$ cat src/rtl/regfile_arbiter.sv
// regfile_arbiter: shares a 32 x 16-bit register file between two req/ack requesters
// (A = core sequencer, B = debug/DMA). Latches the winning operation, drives one
// register-file strobe per cycle, captures read data, rejects illegal operations and
// adds a two-cycle exchange (read then write).
// Build option: define REGFILE_ARB_ROUND_ROBIN_EN for round-robin arbitration;
// otherwise A has fixed priority over B.

module regfile_arbiter #(
    parameter int unsigned DATA_W = 16,
    parameter int unsigned ID_W   = 6,
    parameter int unsigned NREG   = 32
) (
    input  logic              clk,
    input  logic              rst_n,

    input  logic              a_req,
    input  logic [2:0]        a_op,
    input  logic [ID_W-1:0]   a_id,
    input  logic [DATA_W-1:0] a_din,
    output logic              a_ack,
    output logic [DATA_W-1:0] a_rdata,
    output logic              a_err,

    input  logic              b_req,
    input  logic [2:0]        b_op,
    input  logic [ID_W-1:0]   b_id,
    input  logic [DATA_W-1:0] b_din,
    output logic              b_ack,
    output logic [DATA_W-1:0] b_rdata,
    output logic              b_err,

    output logic [DATA_W-1:0] rf_din,
    output logic [ID_W-1:0]   rf_id,
    output logic              rf_read,
    output logic              rf_write,
    output logic              rf_writeu,
    output logic              rf_inc,
    output logic              rf_dec,
    input  logic [DATA_W-1:0] rf_dout
);

    localparam logic [2:0] OpNop    = 3'd0;
    localparam logic [2:0] OpRead   = 3'd1;
    localparam logic [2:0] OpWrite  = 3'd2;
    localparam logic [2:0] OpWriteu = 3'd3;
    localparam logic [2:0] OpInc    = 3'd4;
    localparam logic [2:0] OpDec    = 3'd5;
    localparam logic [2:0] OpXchg   = 3'd6;
    localparam logic [2:0] OpRsvd   = 3'd7;

    typedef enum logic [1:0] {StIdle, StExec, StExec2, StAck} state_t;

    state_t              state_q, state_d;
    logic [2:0]          op_q, op_d;
    logic [ID_W-1:0]     id_q, id_d;
    logic [DATA_W-1:0]   din_q, din_d;
    logic                port_q, port_d;   // 1: B owns the operation in flight
    logic                err_q, err_d;

    logic                any_req;
    logic                gnt_b;
    logic [2:0]          sel_op;
    logic [ID_W-1:0]     sel_id;
    logic [DATA_W-1:0]   sel_din;
    logic                sel_illegal;

    assign any_req = a_req | b_req;

`ifdef REGFILE_ARB_ROUND_ROBIN_EN
    logic prio_q;   // 1: B is favoured on a tie

    // B wins when it requests alone or when the pointer favours it.
    always_comb begin
        gnt_b = b_req & (~a_req | prio_q);
    end

    // Every grant hands preference to the other port.
    always_ff @(posedge clk or negedge rst_n) begin
        if (!rst_n) begin
            prio_q <= 1'b0;
        end else if (state_q == StIdle && any_req) begin
            prio_q <= ~gnt_b;
        end
    end
`else
    // Fixed priority: B only wins when A is silent.
    always_comb begin
        gnt_b = b_req & ~a_req;
    end
`endif

    // Select the winning port's operation and classify it.
    always_comb begin
        sel_op      = gnt_b ? b_op  : a_op;
        sel_id      = gnt_b ? b_id  : a_id;
        sel_din     = gnt_b ? b_din : a_din;
        sel_illegal = (sel_op == OpRsvd) || (32'(sel_id) >= NREG);
    end

    // Next-state logic: latch the winner in IDLE and sequence the strobes.
    always_comb begin
        state_d = state_q;
        op_d    = op_q;
        id_d    = id_q;
        din_d   = din_q;
        port_d  = port_q;
        err_d   = err_q;
        unique case (state_q)
            StIdle: begin
                if (any_req) begin
                    op_d   = sel_op;
                    id_d   = sel_id;
                    din_d  = sel_din;
                    port_d = gnt_b;
                    if (sel_illegal) begin
                        err_d   = 1'b1;
                        state_d = StAck;
                    end else if (sel_op == OpNop) begin
                        err_d   = 1'b0;
                        state_d = StAck;
                    end else begin
                        err_d   = 1'b0;
                        state_d = StExec;
                    end
                end
            end
            StExec:  state_d = (op_q == OpXchg) ? StExec2 : StAck;
            StExec2: state_d = StAck;
            StAck:   state_d = StIdle;
            default: state_d = StIdle;
        endcase
    end

    // State and latched-operation registers.
    always_ff @(posedge clk or negedge rst_n) begin
        if (!rst_n) begin
            state_q <= StIdle;
            op_q    <= OpNop;
            id_q    <= '0;
            din_q   <= '0;
            port_q  <= 1'b0;
            err_q   <= 1'b0;
        end else begin
            state_q <= state_d;
            op_q    <= op_d;
            id_q    <= id_d;
            din_q   <= din_d;
            port_q  <= port_d;
            err_q   <= err_d;
        end
    end

    // Strobe decode: one strobe in EXEC by op, write-back in EXEC2, none elsewhere.
    always_comb begin
        rf_read   = 1'b0;
        rf_write  = 1'b0;
        rf_writeu = 1'b0;
        rf_inc    = 1'b0;
        rf_dec    = 1'b0;
        case (state_q)
            StExec: begin
                case (op_q)
                    OpRead, OpXchg: rf_read   = 1'b1;
                    OpWrite:        rf_write  = 1'b1;
                    OpWriteu:       rf_writeu = 1'b1;
                    OpInc:          rf_inc    = 1'b1;
                    OpDec:          rf_dec    = 1'b1;
                    default: ;
                endcase
            end
            StExec2: rf_write = 1'b1;
            default: ;
        endcase
    end

    assign rf_id  = id_q;
    assign rf_din = din_q;
    assign a_ack  = (state_q == StAck) & ~port_q;
    assign b_ack  = (state_q == StAck) & port_q;
    assign a_err  = a_ack & err_q;
    assign b_err  = b_ack & err_q;

    // Capture read data for the owning port during the read cycle.
    always_ff @(posedge clk or negedge rst_n) begin
        if (!rst_n) begin
            a_rdata <= '0;
            b_rdata <= '0;
        end else if (state_q == StExec && (op_q == OpRead || op_q == OpXchg)) begin
            if (port_q) begin
                b_rdata <= rf_dout;
            end else begin
                a_rdata <= rf_dout;
            end
        end
    end

endmodule

$ cat config.mk
export PLATFORM = sky130hd
export DESIGN_NAME = regfile_arbiter
export DESIGN_NICKNAME = d
export VERILOG_FILES = /design/src/rtl/regfile_arbiter.sv
export SDC_FILE = /design/constraint.sdc
export NUM_CORES = 1
export LEC_CHECK = 0
export ABC_AREA = 1
export CAP_MARGIN = 10
export CORE_ASPECT_RATIO = 1.4
export CORE_MARGIN = 5
export CORE_UTILIZATION = 45
export CTS_CLUSTER_DIAMETER = 80
export DETAILED_ROUTE_END_ITERATION = 6
export PLACE_DENSITY = 0.83
export SLEW_MARGIN = 15
export SYNTH_ARGS = -nofsm -noshare
export SYNTH_HDL_FRONTEND = slang
export SYNTH_SLANG_ARGS = --single-unit
$ cat constraint.sdc
create_clock -name clk -period 2.5 [get_ports clk]
set_input_delay 0.5 -clock clk [delete_from_list [all_inputs] [get_ports clk]]
set_output_delay 0.5 -clock clk [all_outputs]
set_load 0.01 [all_outputs]
==> results of run 1 <==
[power by group through the flow]
stage	Sequential [mW]	Clock (mW)	Combinational (mW)
after global placement	1.77	0	2.36
final	1.77	0.877	2.41
after detailed placement	1.79	0	2.42
after global routing	1.84	0.935	2.65
after floorplan	1.97	0	0.950
after CTS	1.78	0.891	2.43
[flip-flops by register name, indices dropped and copies added, names as in the netlist]
signal,flops
err_q,1
a_rdata,16
rf_din,16
op_q,3
rf_id,6
state_q,2
port_q,1
b_rdata,16
[cells in the mapped netlist, drive strengths merged]
library cell   n
o31ai          1
nand2         83
clkbuf         3
nor2          30
a21oi          4
o22ai          1
buf           13
nor3           5
dfrtp         61
a31oi          1
ha             5
o21ai         79
inv           37
nand3b         1
nor4           1
nand3          7
[routing by layer]
metal	global-route usage	wire length, um
met2	0.324	3730
met4	0.0639	86
met5	0	0
met1	0.229	3050
met3	0.0641	736
[cell families (layout without fill, tap and decap cells)]
kind of cell / after synthesis / after routing / share of synthesized area
AND/OR/NAND/NOR: 127 / 127 / 0.179
AO/OA/AOI/OAI: 86 / 86 / 0.179
buffers and inverters: 53 / 188 / 0.0889
flip-flops: 61 / 61 / 0.532
adder cells (fa/ha/maj): 5 / 5 / 0.0218
[worst reg2reg max path: stages, from the launching register on]
cell                      delay, ns
sky130_fd_sc_hd__dfrtp_1       0.38
sky130_fd_sc_hd__inv_1         0.10
sky130_fd_sc_hd__ha_1          0.18
sky130_fd_sc_hd__inv_1         0.07
sky130_fd_sc_hd__nor2_2        0.12
sky130_fd_sc_hd__nand3_1       0.13
sky130_fd_sc_hd__o31ai_4       0.10
sky130_fd_sc_hd__nand2_2       0.43
sky130_fd_sc_hd__nand2_1       0.24
sky130_fd_sc_hd__o21ai_2       0.07
[area by class of cell]
| class | instances | area share |
|---|---|---|
| clock buffers | 13 | 0.0382 |
| clock inverters | 1 | 0.00680 |
| inverters | 37 | 0.0314 |
| multi-input cells | 218 | 0.248 |
| flip-flops and latches | 61 | 0.346 |
| well taps | 72 | 0.0204 |
| repair buffers | 137 | 0.310 |
[final timing paths]
kind / endpoint / depth (start not counted) / startpoint
max in group asynchronous: rf_din[8] / 2 / rst_n
worst min register to register: b_rdata[2] / 2 / b_rdata[2]
worst min-delay path: b_rdata[5] / 1 / rst_n
worst max-delay path: rf_dec / 5 / state_q[1]
min in group clk: b_rdata[2] / 2 / b_rdata[2]
worst max register to register: a_rdata[11] / 9 / state_q[1]
[cells in the final DEF (no fill, tap or decap), types with 3 or more instances in the layout]
cell / count
sky130_fd_sc_hd__nor3_1: 4
sky130_fd_sc_hd__ha_1: 5
sky130_fd_sc_hd__dfrtp_1: 61
sky130_fd_sc_hd__buf_4: 4
sky130_fd_sc_hd__nand3_1: 7
sky130_fd_sc_hd__clkbuf_8: 12
sky130_fd_sc_hd__o21ai_0: 34
sky130_fd_sc_hd__nand2_2: 3
sky130_fd_sc_hd__nand2_1: 80
sky130_fd_sc_hd__nor2_1: 28
sky130_fd_sc_hd__clkdlybuf4s50_1: 129
sky130_fd_sc_hd__a21oi_1: 3
sky130_fd_sc_hd__inv_1: 36
sky130_fd_sc_hd__o21ai_1: 29
sky130_fd_sc_hd__o21ai_2: 16
[timing repair]
action,in CTS,in global routing
hold buffers,0,0
gates resized for setup,2,2
buffers inserted,0,1
gates cloned,0,0
endpoints found under the setup margin,2,3
[stage by stage]
stage	worst slack, ns	instances	area, um^2
after floorplan	0.872	332	2870
after global placement	0.306	524	4200
after detailed placement	0.210	524	4200
after CTS	0.0113	538	4400
after global routing	0.0517	539	4420
final	0.178	539	4420
==> results.md, run 1 <==
- Maximum cell stage delay along the critical path: 0.56 ns
- Pleak: 2.08 nW
- Placement Rows: 34
- Net switching power figure: 1.77 mW
- Number of routed nets with antenna violations: 0
- Buffer type at the clock tree root: sky130_fd_sc_hd__clkbuf_8
- Setup repair after global routing missed its margin: false
- Highest achievable clock rate: 0.431 GHz
- Largest voltage drop on the vdd net: 0.000572 V
- Die H: 104 um
- Count of TritonRoute iterations in the first routing pass: 4
- Maximum fanout along the worst path: 3
- Hold Slack: 0.213 ns
- Register share of total power: 0.350
- Ratio of cells with drive above 1 in the final layout: 0.0942
- Final critical path time including I/O delays and setup: 2.32 ns
- Portion of total power attributed to combinational logic: 0.477
- Count of maximum capacitance violations: 0
- Number of design rule violations left after detail routing: 0
- Antenna diodes: 0
- Total grt overflow: 0
- Post-Route WL: 7600 um
- Avg WL per Cell: 14.1 um
- Clock latency at the later pin of the worst-skew pair: 0.32 ns
- I/O Pins: 133
- DR vias: 2717
- Number of vias per cell: 5.04
- Effective utilization at floorplan: 0.462
- Transition at the pin with the smallest max-transition slack: 0.709 ns
- Share of the core filled with cells in the final layout: 0.711
- Worst path required time: 2.00 ns
- Chip width: 77.5 um
- Fin. max-slew vios: 0
- Switching fraction of total power: 0.349
- Die area: 8100 um^2
- Portion of synthesized cell area occupied by the leading cell type: 0.532
- Final TNS setup: 0 ns
- Number of buffers and inverters on the critical path: 2
- Post-Synthesis Net Count: 407
- Count of routing violations after the opening detailed-route iteration: 75
- Post-synthesis average cell area: 8.65 um^2
- Layout Skew: 0.00585 ns
- Global-route wire length before repair: 12800 um
- Worst-path cell with the longest stage delay: sky130_fd_sc_hd__clkdlybuf4s50_1
- Worst EP arrival: 1.82 ns
- Clock share of power: 0.173
- # fillers: 507
- H-tree lvl count: 3
- Total Power Consumption: 5.06 mW
- Number of synthesis warnings: 0
- Int Power: 3.29 mW
- Number of hold-slack violations in the final timing report: 0
- Cts bufs inserted: 9
- Worst rel slew slack: 0.527
- Outcome: complete, no violations
- Total number of clock tree sinks: 61
- Unique cell type count in the Yosys netlist: 24
- Layout overhead on the synthesized area: 53.9%
- Crit. End Element: primary output
- Total area of sequential cells: 1530 um^2
- Cell count after synthesis: 332
- Final worst path period share: 0.929
- Largest net degree at the start of global routing: 35
- Setup Viol. Count Final: 0
- Hold Crit Class: input pin to async pin
- Launching element type of the critical path: register
- Clock-pin transition on the worst setup and hold timing paths: 0.06 ns
- Clock tree from TritonCTS: done
- Sequential cell area fraction in the yosys report: 0.532
- Cell-by-cell trace of the critical path: inv_1 -> ha_1 -> nand2_1 -> nor3_1 -> clkdlybuf4s50_1
- Initial antenna violation count: 0
- GP Congestion: 0.892
- HPWL Detailed: 5790 um
- CP Class: register to primary output
- Core footprint: 6210 um^2
- Area contributors post-synth: sky130_fd_sc_hd__dfrtp_1, sky130_fd_sc_hd__nand2_1, sky130_fd_sc_hd__o21ai_0, sky130_fd_sc_hd__o21ai_1, sky130_fd_sc_hd__o21ai_2
- Number of global-route vias before repair: 2701
- Slack of the worst reg-to-reg path: 0.55 ns
- Footprint of the multi-input gates: 1100 um^2
- Seq cells post-synth: 61
- IO buf count: 132
- Cell family with most CP delay: buffers and inverters
- Power per cell area: 1150 nW/um^2
- Yosys top cell by area: sky130_fd_sc_hd__dfrtp_1
- Max Root-Sink Buffers: 2
- Netlist area before placement: 2870 um^2
- Number of nets in the final layout: 539
- Global-route usage over all layers: 0.193
No activity file was read; power rests on OpenSTA's default activity.
==> run 2: changes to the inputs <==
--- a/config.mk
+++ b/config.mk
@@ -11,6 +11,7 @@
 export CORE_MARGIN = 5
 export CORE_UTILIZATION = 45
 export CTS_CLUSTER_DIAMETER = 80
+export CTS_CLUSTER_SIZE = 25
 export DETAILED_ROUTE_END_ITERATION = 6
 export PLACE_DENSITY = 0.83
 export SLEW_MARGIN = 15
==> results of run 2 <==
The final DEF is identical to that of run 1; final timing and power are the same.
==> run 3: changes to the inputs <==
--- a/config.mk
+++ b/config.mk
@@ -10,10 +10,12 @@
 export CORE_ASPECT_RATIO = 1.4
 export CORE_MARGIN = 5
 export CORE_UTILIZATION = 45
+export CTS_BUF_LIST = sky130_fd_sc_hd__clkbuf_4
 export CTS_CLUSTER_DIAMETER = 80
 export CTS_CLUSTER_SIZE = 25
 export DETAILED_ROUTE_END_ITERATION = 6
 export PLACE_DENSITY = 0.83
+export REMOVE_ABC_BUFFERS = 1
 export SLEW_MARGIN = 15
 export SYNTH_ARGS = -nofsm -noshare
 export SYNTH_HDL_FRONTEND = slang
==> results.md, run 3 (synthesized netlist as in run 1, its figures left out) <==
- Outcome: complete, no violations
- Maximum fanout along the worst path: 3
- Worst path required time: 2.00 ns
- Launching element type of the critical path: register
- Highest achievable clock rate: 0.418 GHz
- CP Class: register to primary output
- Critical path startpoint: state_q[1]
- Leading cell types in the layout, fill and taps excluded: sky130_fd_sc_hd__clkdlybuf4s50_1, sky130_fd_sc_hd__nand2_1, sky130_fd_sc_hd__dfrtp_1
- Layout Skew: 0.0136 ns
- Int Power: 3.16 mW
- Global-route wire length before repair: 12700 um
- Die H: 104 um
- Largest voltage drop on the vdd net: 0.000523 V
- Buffer type at the clock tree root: sky130_fd_sc_hd__clkbuf_4
- Number of vias per cell: 4.95
- Total number of clock tree sinks: 61
- Final Cell Area: 4380 um^2
- Most common cell after layout, fill and taps aside: sky130_fd_sc_hd__clkdlybuf4s50_1
- Layout overhead on the synthesized area: 52.7%
- Max Root-Sink Buffers: 2
- Transition at the pin with the smallest max-transition slack: 0.766 ns
- Placement Rows: 34
- Core footprint: 6210 um^2
- Number of hold-slack violations in the final timing report: 0
- Effective utilization at floorplan: 0.462
- Worst Slack Setup Final: 0.107 ns
- Post-Route WL: 7680 um
- H-tree lvl count: 3
- Setup Viol. Count Final: 0
- Hold Crit Class: input pin to async pin
- Setup Slack @ Placement: 0.196 ns
- Launch point of the worst reg-to-reg path: state_q[1]
- Setup repair after global routing missed its margin: false
- Worst rel slew slack: 0.488
- Chip width: 77.5 um
- Crit. End Element: primary output
- Clock share of power: 0.159
- Crit path capture: rf_writeu
- Final TNS setup: 0 ns
- Ratio of cells with drive above 1 in the final layout: 0.0981
- GP Congestion: 0.848
- Path depth of the worst reg2reg path: 9
- Register share of total power: 0.353
- Clock-pin transition on the worst setup and hold timing paths: 0.12 ns
- Cts bufs inserted: 9
- Initial antenna violation count: 0
- I/O Pins: 133
- Clock latency at the later pin of the worst-skew pair: 0.41 ns
- Hold Slack: 0.0923 ns
- R2R Path End: a_rdata[1]
- Antenna diodes: 0
- Switching fraction of total power: 0.366
- Pleak: 2.10 nW
- Die area: 8100 um^2
- Total grt overflow: 0
- Number of design rule violations left after detail routing: 0
- Largest net degree at the start of global routing: 35
- Slack of the worst reg-to-reg path: 0.53 ns
- Worst EP arrival: 1.89 ns
- IO buf count: 132
- DR vias: 2677
- Count of maximum capacitance violations: 0
- Area post-placement: 4200 um^2
- Total Power Consumption: 4.98 mW
- Number of routed nets with antenna violations: 0
- Count of TritonRoute iterations in the first routing pass: 4
- Avg WL per Cell: 14.2 um
- Power per cell area: 1140 nW/um^2
- Net switching power figure: 1.82 mW
- Portion of total power attributed to combinational logic: 0.488
- Number of nets in the final layout: 539
- Count of routing violations after the opening detailed-route iteration: 135
- Final worst path period share: 0.957
- Fin. max-slew vios: 0
- Clock tree from TritonCTS: done
- Final critical path time including I/O delays and setup: 2.39 ns
- HPWL Detailed: 5810 um
- Global-route usage over all layers: 0.193
- Number of global-route vias before repair: 2681
[run 3: critical path, cell delays in order, from the launching register on]
cell and delay, ns:
sky130_fd_sc_hd__dfrtp_1 0.40, sky130_fd_sc_hd__inv_1 0.10, sky130_fd_sc_hd__ha_1 0.17, sky130_fd_sc_hd__inv_1 0.07, sky130_fd_sc_hd__nor4_1 0.17, sky130_fd_sc_hd__clkdlybuf4s50_1 0.58
[run 3: power groups by stage]
stage	Combinational [mW]	Sequential, mW	Clock (mW)
global route	2.67	1.83	0.853
CTS	2.46	1.76	0.816
detailed placement	2.45	1.79	0
floorplan	0.876	1.97	0
finish	2.43	1.76	0.793
global placement	2.37	1.76	0
[run 3: worst min-delay path by stage]
stage                       endpoint  cells past startpoint
after floorplan           a_rdata[0]                      0
after global placement    rf_din[15]                      2
after detailed placement  a_rdata[2]                      2
after CTS                 a_rdata[6]                      1
after global routing      b_rdata[6]                      1
final                     b_rdata[6]                      1
[run 3: layer usage]
layer / GRT usage / wire length [um] / up-vias
li1: - / - / 1333
met1: 0.232 / 3090 / 1243
met2: 0.330 / 3920 / 92
met3: 0.0451 / 548 / 9
met4: 0.0762 / 119 / 0
met5: 0 / 0 / -
[run 3: repair_timing]
item	in CTS	in global routing
hold buffers	0	0
setup buffers	1	0
resized for setup	3	3
setup endpoints to repair	3	3
[run 3: area by class of cell]
| cell class | instances | area, um^2 |
|---|---|---|
| clock buffer | 9 | 67.6 |
| tap | 72 | 90.1 |
| inverter | 37 | 139 |
| sequential | 61 | 1530 |
| fill | 509 | 1830 |
| multi-input combinational | 218 | 1090 |
| timing repair buffer | 137 | 1370 |
| clock inverter | 7 | 98.8 |
[run 3: stage by stage]
step	utilization	std cells
after CTS	0.705	541
after global placement	0.677	524
after global routing	0.706	541
final	0.706	541
after floorplan	-	316
after detailed placement	0.677	524
